### src/rtl/uart_tx_cfg.sv
// rtl/uart_tx_cfg.sv - configurable UART transmitter (5..8 data bits, optional parity, 1/2 stop) with ready/valid input
module uart_tx_cfg #(
  parameter int CLK_FREQ     = 50_000_000,
  parameter int UART_BPS     = 9600,
  parameter int DATA_BITS    = 8,
  parameter int PARITY       = 0,
  parameter int STOP_BITS    = 1,
  parameter int BAUD_CNT_MAX = CLK_FREQ / UART_BPS
) (
  input  logic                 sys_clk,
  input  logic                 sys_rst_n,
  input  logic [DATA_BITS-1:0] pi_data,
  input  logic                 pi_flag,
  output logic                 po_ready,
  output logic                 po_done,
  output logic                 tx
);

  // Frame-format legality is fixed at elaboration; nothing is checked at run time.
  if (DATA_BITS < 5 || DATA_BITS > 8) begin : g_bad_data_bits
    $error("uart_tx_cfg: DATA_BITS=%0d outside 5..8", DATA_BITS);
  end
  if (PARITY < 0 || PARITY > 2) begin : g_bad_parity
    $error("uart_tx_cfg: PARITY=%0d must be 0, 1 or 2", PARITY);
  end
  if (STOP_BITS < 1 || STOP_BITS > 2) begin : g_bad_stop_bits
    $error("uart_tx_cfg: STOP_BITS=%0d must be 1 or 2", STOP_BITS);
  end
  if (BAUD_CNT_MAX < 2 || BAUD_CNT_MAX > 65535) begin : g_bad_baud
    $error("uart_tx_cfg: BAUD_CNT_MAX=%0d outside 2..65535", BAUD_CNT_MAX);
  end

  // Terminal values of the bit-period counter and of the data / stop bit index.
  localparam logic [15:0] BAUD_LAST  = 16'(BAUD_CNT_MAX - 1);
  localparam logic [2:0]  DATA_LAST  = 3'(DATA_BITS - 1);
  localparam logic [2:0]  STOP_LAST  = 3'(STOP_BITS - 1);
  localparam bit          HAS_PARITY = (PARITY != 0);
  localparam bit          ODD_PARITY = (PARITY == 1);

  typedef enum logic [2:0] {
    S_IDLE,
    S_START,
    S_DATA,
    S_PARITY,
    S_STOP
  } state_t;

  state_t                 state_q, state_d;
  logic [15:0]            baud_cnt_q, baud_cnt_d;
  logic [2:0]             bit_idx_q, bit_idx_d;
  logic [DATA_BITS-1:0]   shift_q, shift_d;
  logic                   parity_q, parity_d;
  logic                   tx_q, tx_d;
  logic                   baud_end;

  // The current bit has been on the line for its full period this cycle.
  assign baud_end = (baud_cnt_q == BAUD_LAST);

  // State and datapath registers; reset drives the line idle-high immediately.
  always_ff @(posedge sys_clk or negedge sys_rst_n) begin
    if (!sys_rst_n) begin
      state_q    <= S_IDLE;
      baud_cnt_q <= '0;
      bit_idx_q  <= '0;
      shift_q    <= '0;
      parity_q   <= 1'b0;
      tx_q       <= 1'b1;
    end else begin
      state_q    <= state_d;
      baud_cnt_q <= baud_cnt_d;
      bit_idx_q  <= bit_idx_d;
      shift_q    <= shift_d;
      parity_q   <= parity_d;
      tx_q       <= tx_d;
    end
  end

  // Next-state, bit sequencing and handshake outputs for one frame.
  always_comb begin
    state_d    = state_q;
    baud_cnt_d = baud_cnt_q;
    bit_idx_d  = bit_idx_q;
    shift_d    = shift_q;
    parity_d   = parity_q;
    po_ready   = 1'b0;
    po_done    = 1'b0;

    // Outside IDLE the counter free-runs over one bit period and wraps on its terminal cycle.
    if (state_q != S_IDLE) begin
      baud_cnt_d = baud_end ? 16'd0 : baud_cnt_q + 16'd1;
    end

    case (state_q)
      S_IDLE: begin
        po_ready   = 1'b1;
        baud_cnt_d = 16'd0;
        bit_idx_d  = 3'd0;
        if (pi_flag) begin
          // Data and its parity are captured together so later pi_data changes cannot leak in.
          shift_d  = pi_data;
          parity_d = ODD_PARITY ? ~^pi_data : ^pi_data;
          state_d  = S_START;
        end
      end
      S_START: begin
        if (baud_end) begin
          state_d = S_DATA;
        end
      end
      S_DATA: begin
        if (baud_end) begin
          if (bit_idx_q == DATA_LAST) begin
            bit_idx_d = 3'd0;
            state_d   = HAS_PARITY ? S_PARITY : S_STOP;
          end else begin
            // LSB-first: the bit on the line is always shift_q[0].
            bit_idx_d = bit_idx_q + 3'd1;
            shift_d   = shift_q >> 1;
          end
        end
      end
      S_PARITY: begin
        if (baud_end) begin
          state_d = S_STOP;
        end
      end
      S_STOP: begin
        if (baud_end) begin
          if (bit_idx_q == STOP_LAST) begin
            po_done   = 1'b1;
            bit_idx_d = 3'd0;
            state_d   = S_IDLE;
          end else begin
            bit_idx_d = bit_idx_q + 3'd1;
          end
        end
      end
      default: begin
        state_d = S_IDLE;
      end
    endcase
  end

  // Line level for the coming cycle, registered so tx is glitch-free.
  always_comb begin
    tx_d = 1'b1;
    case (state_d)
      S_START:  tx_d = 1'b0;
      S_DATA:   tx_d = shift_d[0];
      S_PARITY: tx_d = parity_d;
      default:  tx_d = 1'b1;
    endcase
  end

  assign tx = tx_q;

endmodule

### config.mk
export PLATFORM = sky130hd
export DESIGN_NAME = uart_tx_cfg
export DESIGN_NICKNAME = d
export VERILOG_FILES = /design/src/rtl/uart_tx_cfg.sv
export SDC_FILE = /design/constraint.sdc
export NUM_CORES = 1
export LEC_CHECK = 0
export ABC_AREA = 1
export CORE_MARGIN = 3
export CORE_UTILIZATION = 50
export DETAILED_ROUTE_END_ITERATION = 8
export PLACE_DENSITY = 0.77
export SETUP_SLACK_MARGIN = 0.3
export SKIP_CTS_REPAIR_TIMING = 1
export SLEW_MARGIN = 20
export SYNTH_ARGS = -nofsm -noshare
export SYNTH_HDL_FRONTEND = slang
export SYNTH_SLANG_ARGS = --single-unit
### constraint.sdc
create_clock -name sys_clk -period 3.9 [get_ports sys_clk]
set_clock_uncertainty 0.15 [all_clocks]
set_input_delay 0.39 -clock sys_clk [delete_from_list [all_inputs] [get_ports sys_clk]]
set_output_delay 0.39 -clock sys_clk [all_outputs]
set_load 0.005 [all_outputs]
==> flow_summary_export.csv <==
group,metric,value,unit
run_status,status,"complete, no violations",
yosys,netlist-cell-type-count,38,
yosys,synth_nets,287,
yosys,synth_compound_area_share,7.22,%
floorplan,core_area,3800,µm²
sta,hold_viol_final,0,
yosys,synthAdderAreaFrac,2.45,%
yosys,synth_xor_area_share,6.00,%
clock_tree,clockBufferDepth,2,
finish,final_nets,300,
setup_path,crit_arrival,2.18,ns
global_route,grt_max_degree,33,
global_route,antenna_found_initial,0,
clock_tree,insertion_delay,0.29,ns
sta,slew_headroom,68.4,%
detailed_routing,routed_via_density,5.13,
finish,areaGrowthSynthToFinish,12.4,%
clock_tree,cts_htree_levels,2,
global_route,grt_overflow_total,0,
yosys,synthDominantCellAreaShare,37.9,%
yosys,synth_seq_area_share,39.2,%
hold_path,hp-class,"reg -> reg",
sta,rsz0062_at_grt,"no",
clock_tree,cts_buffers,5,
setup_path,crit_path_start_kind,"register",
yosys,synth_area_leaders,"dfrtp_1, nand2_1, nand3_1",
sta,setup_tns,0,ns
detailed_routing,drt-total-wl,3880,µm
sta,slew_violations,0,
placement,post-dp-hpwl,2870,µm
run,drv_cap,0,
clock_tree,cts_tree,"built",
yosys,syn_area,2040,µm²
setup_path,cp.required,3.36,ns
yosys,synth_top_family_by_area,"simple AND/OR/NAND/NOR gates",
detailed_routing,drc,0,
yosys,ys_ff_latch,32,
sta,layout_min_cycle_time,2.72,ns
pwr,power-per-cell-area,383,nW/µm²
yosys,avgSynthCellArea,7.52,µm²
pwr,power.leakage,0.00108,µW
sta,worstMarginPinSlew,0.474,ns
yosys,synth_mux_area_share,0,%
global_route,grtUsageTotal,17.3,%
floorplan,die-width,69.9,µm
setup_path,critPathMaxFanout,6,
finish,seq_area,802,µm²
finish,layout-drive-gt1-share,12.9,%
placement,io_buffers,13,
floorplan,io_pins,14,
sta,finalCritPeriodShare,69.8,%
sta,fmax,0.367,GHz
global_route,grt_pass1_wl,6840,µm
floorplan,dieHeight,69.9,µm
finish,antennaDiodeCount,0,
setup_path,timing.setup.critical_path_class,"reg -> out",
placement,gp_congestion,0.923,
detailed_routing,routedWlPerCell,11.6,µm
pwr,ir_drop,0.000266,V
floorplan,rows,22,
sta,setup_violations,0,
clock_tree,clock-sinks,32,
clock_tree,root_buffer,"clkbuf_8",
detailed_routing,drt-pass1-iter-count,4,
detailed_routing,vias,1715,
clock_tree,clk_pin_slew,0.06,ns
yosys,post-synth-top-area-cell,"dfrtp_1",
finish,multiInputGateArea,1070,µm²
setup_path,worst_setup_path_end_kind,"output pin",
floorplan,start_util,53.8,%
global_route,first_global_vias,1609,
yosys,ys_warn_count,0,
yosys,yosys.area_share.simple,36.7,%
detailed_routing,postRouteAntennaNets,0,
detailed_routing,first_iter_violations,154,
finish,nFillCells,357,
floorplan,die_area,4890,µm²
sta,holdWs,0.309,ns
yosys,synthCells,272,
## power breakdown
part / switching [µW] / internal, µW / leakage, µW / total [µW]
registers: 41.8 / 391 / 0.000415 / 433
logic: 105 / 78.5 / 0.000619 / 184
clock network: 119 / 144 / 0.0000455 / 263
total: 266 / 613 / 0.00108 / 879
## metal layers
layer / wire length [µm] / track usage [%]
met1: 1900 / 22.5
met2: 1760 / 27.2
met3: 134 / 3.60
met4: 80 / 8.51
met5: 0 / 0
## cells in the mapped netlist
master / n
nor2_2: 7
o211ai_1: 1
o31ai_1: 1
o21ai_2: 2
nor4_2: 1
a22oi_1: 1
nor3_1: 8
or2_2: 1
a31oi_1: 1
nand3_1: 23
nor3_2: 1
clkbuf_1: 4
buf_2: 4
nand2_1: 70
nand2_4: 1
a21boi_1: 1
a21oi_1: 6
xnor2_1: 6
ha_1: 4
o21ai_4: 1
xor2_1: 8
clkinv_4: 1
inv_2: 6
clkinv_1: 1
nand4_1: 8
dfrtp_1: 31
nor2_4: 2
nor4_1: 2
nand3_2: 1
o21ai_0: 3
o21a_1: 1
nand3_4: 1
nor2_1: 26
nand2_2: 3
inv_1: 27
nor2_8: 1
dfstp_2: 1
o21ai_1: 5
## layout make-up
class / count / share of cell area (%)
Inverter: 35 / 5.94
Tap cell: 48 / 2.61
Clock buffer: 8 / 3.92
Timing Repair Buffer: 14 / 5.99
Multi-Input combinational cell: 197 / 46.6
Sequential cell: 32 / 34.9
## logic make-up (layout without fill, tap and decap cells)
group / after synthesis / after routing
flip-flops: 32 / 32
AND/OR/NAND/NOR: 156 / 156
XOR/XNOR: 14 / 14
adder cells (fa/ha/maj): 4 / 4
AO/OA/AOI/OAI: 23 / 23
buffers and inverters: 43 / 57
## layout by cell type, fill, tap and decap left out, types with 2 or more instances in the layout
master,count
clkbuf_1,2
ha_1,4
nand4_1,8
inv_2,6
a21oi_1,6
o21ai_2,2
o21ai_1,5
dfrtp_1,31
nor2_4,2
nor4_1,2
clkbuf_8,6
xor2_1,8
nor3_1,8
xnor2_1,6
nand2_2,3
nand2_1,70
clkdlybuf4s50_1,13
nor2_2,7
nor2_1,26
nand3_1,23
inv_1,27
o21ai_0,3
## stage by stage
| step | utilization (%) | std cells | worst slack (ns) | cell area, µm² | power [µW] |
|---|---|---|---|---|---|
| after floorplan | - | 272 | 2.13 | 2040 | 568 |
| after global placement | 58.1 | 326 | 1.53 | 2210 | 618 |
| after detailed placement | 58.1 | 326 | 1.54 | 2210 | 623 |
| after CTS | 60.5 | 334 | 1.19 | 2300 | 887 |
| after global routing | 60.5 | 334 | 1.04 | 2300 | 936 |
| final | 60.5 | 334 | 1.18 | 2300 | 879 |
## flip-flops by register name, indices dropped and copies added (netlist names)
name,flops
baud_cnt_q,16
state_q,3
parity_q,1
tx,1
shift_q,8
bit_idx_q,3
## critical path, cell delays in order (launching register included)
cell	delay (ns)
dfrtp_1	0.37
ha_1	0.19
nand2_1	0.07
inv_2	0.07
nand2_1	0.12
nor2_8	0.16
nand2_4	0.10
nor4_1	0.25
clkdlybuf4s50_1	0.57
## final timing paths
check	start	to	slack, ns	cells after the start
worst max-delay path	baud_cnt_q[0]	po_done	1.18	8
worst min-delay path	baud_cnt_q[0]	baud_cnt_q[0]	0.31	1
worst max register to register	baud_cnt_q[0]	baud_cnt_q[12]	2.03	11
worst min register to register	baud_cnt_q[0]	baud_cnt_q[0]	0.31	1
max in group asynchronous	sys_rst_n	tx	2.92	2
min in group asynchronous	sys_rst_n	baud_cnt_q[7]	0.35	2
Note: power is estimated with default switching activity, not from simulation.
